### src/rtl/fwd_hazard_ctrl.sv
// EX-stage operand forwarding selector and load-use stall generator.
// Shadows rd/valid/load info of in-flight instructions across EX, MEM and WB.
module fwd_hazard_ctrl #(
  parameter int ADDR_W = 5
) (
  input  logic              clk,
  input  logic              rst,
  input  logic              id_valid,
  input  logic [ADDR_W-1:0] id_rs1,
  input  logic [ADDR_W-1:0] id_rs2,
  input  logic [ADDR_W-1:0] id_rd,
  input  logic              id_reg_write,
  input  logic              id_mem_read,
  input  logic              flush,
  output logic              stall,
  output logic [1:0]        fwd_a_sel,
  output logic [1:0]        fwd_b_sel,
  output logic [ADDR_W-1:0] ex_rd,
  output logic [ADDR_W-1:0] mem_rd,
  output logic [ADDR_W-1:0] wb_rd,
  output logic              wb_reg_write
);

  localparam logic [ADDR_W-1:0] X0 = {ADDR_W{1'b0}};

  logic              ex_valid_q, ex_valid_d;
  logic [ADDR_W-1:0] ex_rs1_q, ex_rs1_d;
  logic [ADDR_W-1:0] ex_rs2_q, ex_rs2_d;
  logic [ADDR_W-1:0] ex_rd_q, ex_rd_d;
  logic              ex_reg_write_q, ex_reg_write_d;
  logic              ex_mem_read_q, ex_mem_read_d;

  logic              mem_valid_q;
  logic [ADDR_W-1:0] mem_rd_q;
  logic              mem_reg_write_q;
  logic              mem_mem_read_q;

  logic              wb_valid_q;
  logic [ADDR_W-1:0] wb_rd_q;
  logic              wb_reg_write_q;

  logic              stall_s;

  // MEM (younger) result takes precedence over WB; x0 is never forwarded.
  function automatic logic [1:0] pick_src(
    input logic              ex_v,
    input logic [ADDR_W-1:0] rs,
    input logic              m_v,
    input logic              m_w,
    input logic [ADDR_W-1:0] m_rd,
    input logic              w_v,
    input logic              w_w,
    input logic [ADDR_W-1:0] w_rd
  );
    logic [1:0] sel;
    sel = 2'd0;
    if (ex_v && m_v && m_w && (m_rd != X0) && (m_rd == rs)) begin
      sel = 2'd2;
    end else if (ex_v && w_v && w_w && (w_rd != X0) && (w_rd == rs)) begin
      sel = 2'd1;
    end else begin
      sel = 2'd0;
    end
    return sel;
  endfunction

  // Load-use detection against the instruction currently in ID.
  always_comb begin
    stall_s = 1'b0;
    if (!flush && id_valid && ex_valid_q && ex_mem_read_q && (ex_rd_q != X0) &&
        ((ex_rd_q == id_rs1) || (ex_rd_q == id_rs2))) begin
      stall_s = 1'b1;
    end else begin
      stall_s = 1'b0;
    end
  end

  // EX stage load: flush and stall both insert a bubble.
  always_comb begin
    ex_valid_d      = 1'b0;
    ex_rs1_d        = X0;
    ex_rs2_d        = X0;
    ex_rd_d         = X0;
    ex_reg_write_d  = 1'b0;
    ex_mem_read_d   = 1'b0;
    if (flush || stall_s) begin
      ex_valid_d = 1'b0;
    end else begin
      ex_valid_d     = id_valid;
      ex_rs1_d       = id_rs1;
      ex_rs2_d       = id_rs2;
      ex_rd_d        = id_rd;
      ex_reg_write_d = id_reg_write & id_valid;
      ex_mem_read_d  = id_mem_read & id_valid;
    end
  end

  // Shadow pipeline registers; MEM and WB advance every edge.
  always_ff @(posedge clk or posedge rst) begin
    if (rst) begin
      ex_valid_q      <= 1'b0;
      ex_rs1_q        <= X0;
      ex_rs2_q        <= X0;
      ex_rd_q         <= X0;
      ex_reg_write_q  <= 1'b0;
      ex_mem_read_q   <= 1'b0;
      mem_valid_q     <= 1'b0;
      mem_rd_q        <= X0;
      mem_reg_write_q <= 1'b0;
      mem_mem_read_q  <= 1'b0;
      wb_valid_q      <= 1'b0;
      wb_rd_q         <= X0;
      wb_reg_write_q  <= 1'b0;
    end else begin
      ex_valid_q      <= ex_valid_d;
      ex_rs1_q        <= ex_rs1_d;
      ex_rs2_q        <= ex_rs2_d;
      ex_rd_q         <= ex_rd_d;
      ex_reg_write_q  <= ex_reg_write_d;
      ex_mem_read_q   <= ex_mem_read_d;
      mem_valid_q     <= ex_valid_q;
      mem_rd_q        <= ex_rd_q;
      mem_reg_write_q <= ex_reg_write_q;
      mem_mem_read_q  <= ex_mem_read_q;
      wb_valid_q      <= mem_valid_q;
      wb_rd_q         <= mem_rd_q;
      wb_reg_write_q  <= mem_reg_write_q;
    end
  end

  assign stall        = stall_s;
  assign fwd_a_sel    = pick_src(ex_valid_q, ex_rs1_q, mem_valid_q, mem_reg_write_q, mem_rd_q,
                                 wb_valid_q, wb_reg_write_q, wb_rd_q);
  assign fwd_b_sel    = pick_src(ex_valid_q, ex_rs2_q, mem_valid_q, mem_reg_write_q, mem_rd_q,
                                 wb_valid_q, wb_reg_write_q, wb_rd_q);
  assign ex_rd        = ex_rd_q;
  assign mem_rd       = mem_rd_q;
  assign wb_rd        = wb_rd_q;
  assign wb_reg_write = wb_valid_q & wb_reg_write_q;

endmodule

### config.mk
export PLATFORM = sky130hd
export DESIGN_NAME = fwd_hazard_ctrl
export DESIGN_NICKNAME = d
export VERILOG_FILES = /design/src/rtl/fwd_hazard_ctrl.sv
export SDC_FILE = /design/constraint.sdc
export NUM_CORES = 1
export LEC_CHECK = 0
export CAP_MARGIN = 30
export CORE_UTILIZATION = 29
export DETAILED_ROUTE_END_ITERATION = 10
export REMOVE_ABC_BUFFERS = 1
export SYNTH_ARGS = -nofsm -noshare
export SYNTH_HDL_FRONTEND = slang
export SYNTH_SLANG_ARGS = --single-unit
### constraint.sdc
create_clock -name clk -period 4 [get_ports clk]
set_input_delay 0.6 -clock clk [delete_from_list [all_inputs] [get_ports clk]]
set_output_delay 0.6 -clock clk [all_outputs]
set_load 0.01 [all_outputs]
==> flow_summary.toml <==
[final_layout]
drive_above_1_share_pct = 8.621
area_growth_pct = 42.45
final_cell_mix = "clkdlybuf4s50_1 (41), dfrtp_1 (32), a21oi_1 (18), xnor2_1 (16), nand2b_1 (15)"
nets = 194
fillers = 456
diodes = 0
final_common_cell = "clkdlybuf4s50_1"

[timing]
skew_ns = 0.009941
setup_viol = 0
hold_violations = 0
fin_crit_sh_pct = 78.11
layout_min_cycle_time_ns = 3.124
worst_pin_slew_ns = 0.5161
fin_ws_ns = 0.8756
slew_headroom_pct = 65.27
finalSetupTns_ns = 0
timing.hold.ws_ns = 0.3576
rsz0062_at_grt = "false"
slew_violations = 0
max_freq_ghz = 0.3201

[critical_path]
worstSetupStartpointType = "flip-flop"
crit_path_max_fanout = 5
crit_slowest_cell = "or4_1"
path_cells = "or4_1 > o2111ai_2 > nor4_1 > nor4_2 > clkdlybuf4s50_1"
path_buf_inv = 1
crit_family = "simple AND/OR/NAND/NOR gates"
crit_arrival_ns = 2.52
slowest_delay_ns = 0.57
critPathKind = "reg2out"
cp-end-kind = "output pin"
crit_required_ns = 3.40

[clock_tree]
root_buffer = "clkbuf_8"
cts_max_path_buffers = 2
clkTransAtPathRegs_ns = 0.07
clock_tree.htree_level_count = 2
ctsHoldBuffers = 0
insertion_delay_ns = 0.29
postCtsSetupBuffers = 0
cts_buffers = 5
cts_resized = 0
clkSinkCount = 32
cts_tree = "built"

[die]
dieArea_mm2 = 0.005256
core_mm2 = 0.004755
fp.dieW_um = 72.50
die_y_um = 72.50
num_rows = 25
start_util_pct = 30.32
io_pins = 42

[detailed_routing]
wl_per_cell_um = 13.22
dr.first_iter.drc_count = 25
drtAntennaViolNets = 0
via_per_inst = 4.510
dr.pass1.iters = 4
num_vias = 1087
drt_wl_total_um = 3185
drc = 0

[logic_synthesis]
postSynthCellCount = 125
synth_top_cell_area_share_pct = 55.56
ys_seq_area_share_pct = 55.56
avgSynthCellArea_um2 = 11.53
syn-cell-area_mm2 = 0.001441
ys_ff_latch = 32
ys_types = 21
yosys.area.top_type = "dfrtp_1"
synth_warnings = 0
ys_top_cells_by_area = "dfrtp_1 (56%), xnor2_1 (9.7%), xor2_1 (8.5%), nand2b_1 (6.5%), a21oi_1 (6.3%)"

[flow_run]
cap_violations = 0

[placed_design]
pre_cts_slack_ns = 0.8971
post-dp-hpwl_um = 2512
gp_congestion = 0.8673
io_buffers = 41

[outcome]
outcome = "finished clean"

[min_path]
hold_class = "reg2reg"

[global_route]
grt_max_degree = 25
grt_pass1_wl_um = 5478
grt_usage_pct = 14.06
grt_pass1_vias = 1159
gr-total-overflow = 0
antenna_found_initial = 0

[power]
p_leak_nw = 0.8737
p_per_area_mw_per_mm2 = 342.7
vdd_drop_max_mv = 0.1442
-- worst reg2reg max path: stages (launching register included) --
cell	delay, ns
dfrtp_1	0.45
xnor2_1	0.19
nand3_1	0.11
o22ai_2	0.18
buf_4	0.24
a21boi_0	0.12
-- kinds of logic (layout without fill, tap and decap cells) --
family / after synthesis / in the layout / share of synthesized area (%)
xor+xnor: 30 / 30 / 18.23
simple gates: 37 / 37 / 15.88
buf+inv: 4 / 53 / 1.128
compound gates: 22 / 22 / 9.202
flops: 32 / 32 / 55.56
-- cell usage after synthesis --
library cell / instances
clkbuf_1: 2
nor4_2: 2
inv_1: 1
nand3_1: 5
buf_2: 1
nor3_1: 1
o2111ai_2: 1
or4_1: 4
a21boi_0: 1
nand2b_1: 15
nand2_1: 4
xnor2_1: 16
nor2_1: 1
nor4_1: 2
nor2b_1: 1
and2_1: 2
o211ai_1: 1
xor2_1: 14
dfrtp_1: 32
a21oi_1: 18
o22ai_2: 1
-- layout make-up --
type / instances / area (um^2) / area share, %
Clock buffer: 5 / 68.82 / 3.352
Timing Repair Buffer: 44 / 452.9 / 22.06
Inverter: 1 / 3.754 / 0.1828
Sequential cell: 32 / 800.8 / 39.00
Multi-Input combinational cell: 89 / 624.3 / 30.41
Clock inverter: 3 / 18.77 / 0.9141
Tap cell: 67 / 83.83 / 4.083
-- path summary, 6_finish.rpt --
| check | start | end | slack [ns] | cells past startpoint |
|---|---|---|---|---|
| max in group asynchronous | rst | ex_rs2_q[0]$_DFF_PP0_ | 2.94 | 3 |
| max reg2reg | ex_rd[0]$_DFF_PP0_ | ex_valid_q$_DFF_PP0_ | 2.59 | 5 |
| max | mem_rd[2]$_DFF_PP0_ | fwd_a_sel[0] | 0.88 | 5 |
| min in group asynchronous | rst | ex_mem_read_q$_DFF_PP0_ | 0.60 | 2 |
| min | ex_reg_write_q$_DFF_PP0_ | mem_reg_write_q$_DFF_PP0_ | 0.36 | 0 |
| min reg2reg | ex_reg_write_q$_DFF_PP0_ | mem_reg_write_q$_DFF_PP0_ | 0.36 | 0 |
-- through the flow --
step                       power, W  util [%]  cell area (um^2)  std cells
after floorplan           0.0004109         -              1429        122
after global placement    0.0004637     40.76              1938        232
after detailed placement  0.0004688     41.34              1966        233
after CTS                 0.0007108     43.18              2053        241
after global routing      0.0007372     43.18              2053        241
final                     0.0007037     43.18              2053        241
-- where the power goes --
group | leakage (nW) | switching [W] | internal, W
clock | 0.0479 | 0.000121 | 0.000121
combinational | 0.411 | 0.0000421 | 0.0000601
sequential | 0.415 | 0.0000195 | 0.000340
-- routing by layer --
| metal | up-vias | track usage (%) | wire (um) | share of wire (%) |
|---|---|---|---|---|
| met3 | 8 | 3.611 | 155 | 4.9 |
| li1 | 520 | - | - | - |
| met2 | 39 | 23.05 | 1510 | 47 |
| met4 | 0 | 8.061 | 84 | 2.6 |
| met5 | - | 0 | 0 | 0 |
| met1 | 520 | 16.71 | 1434 | 45 |
-- registers in the layout, summed over array words and instances, names as in the netlist --
signal / cells
ex_rd: 5
ex_rs1_q: 5
ex_rs2_q: 5
mem_rd: 5
wb_rd: 5
ex_mem_read_q: 1
ex_reg_write_q: 1
ex_valid_q: 1
mem_reg_write_q: 1
mem_valid_q: 1
wb_reg_write_q: 1
wb_valid_q: 1
(Power assumes the default switching activity.)
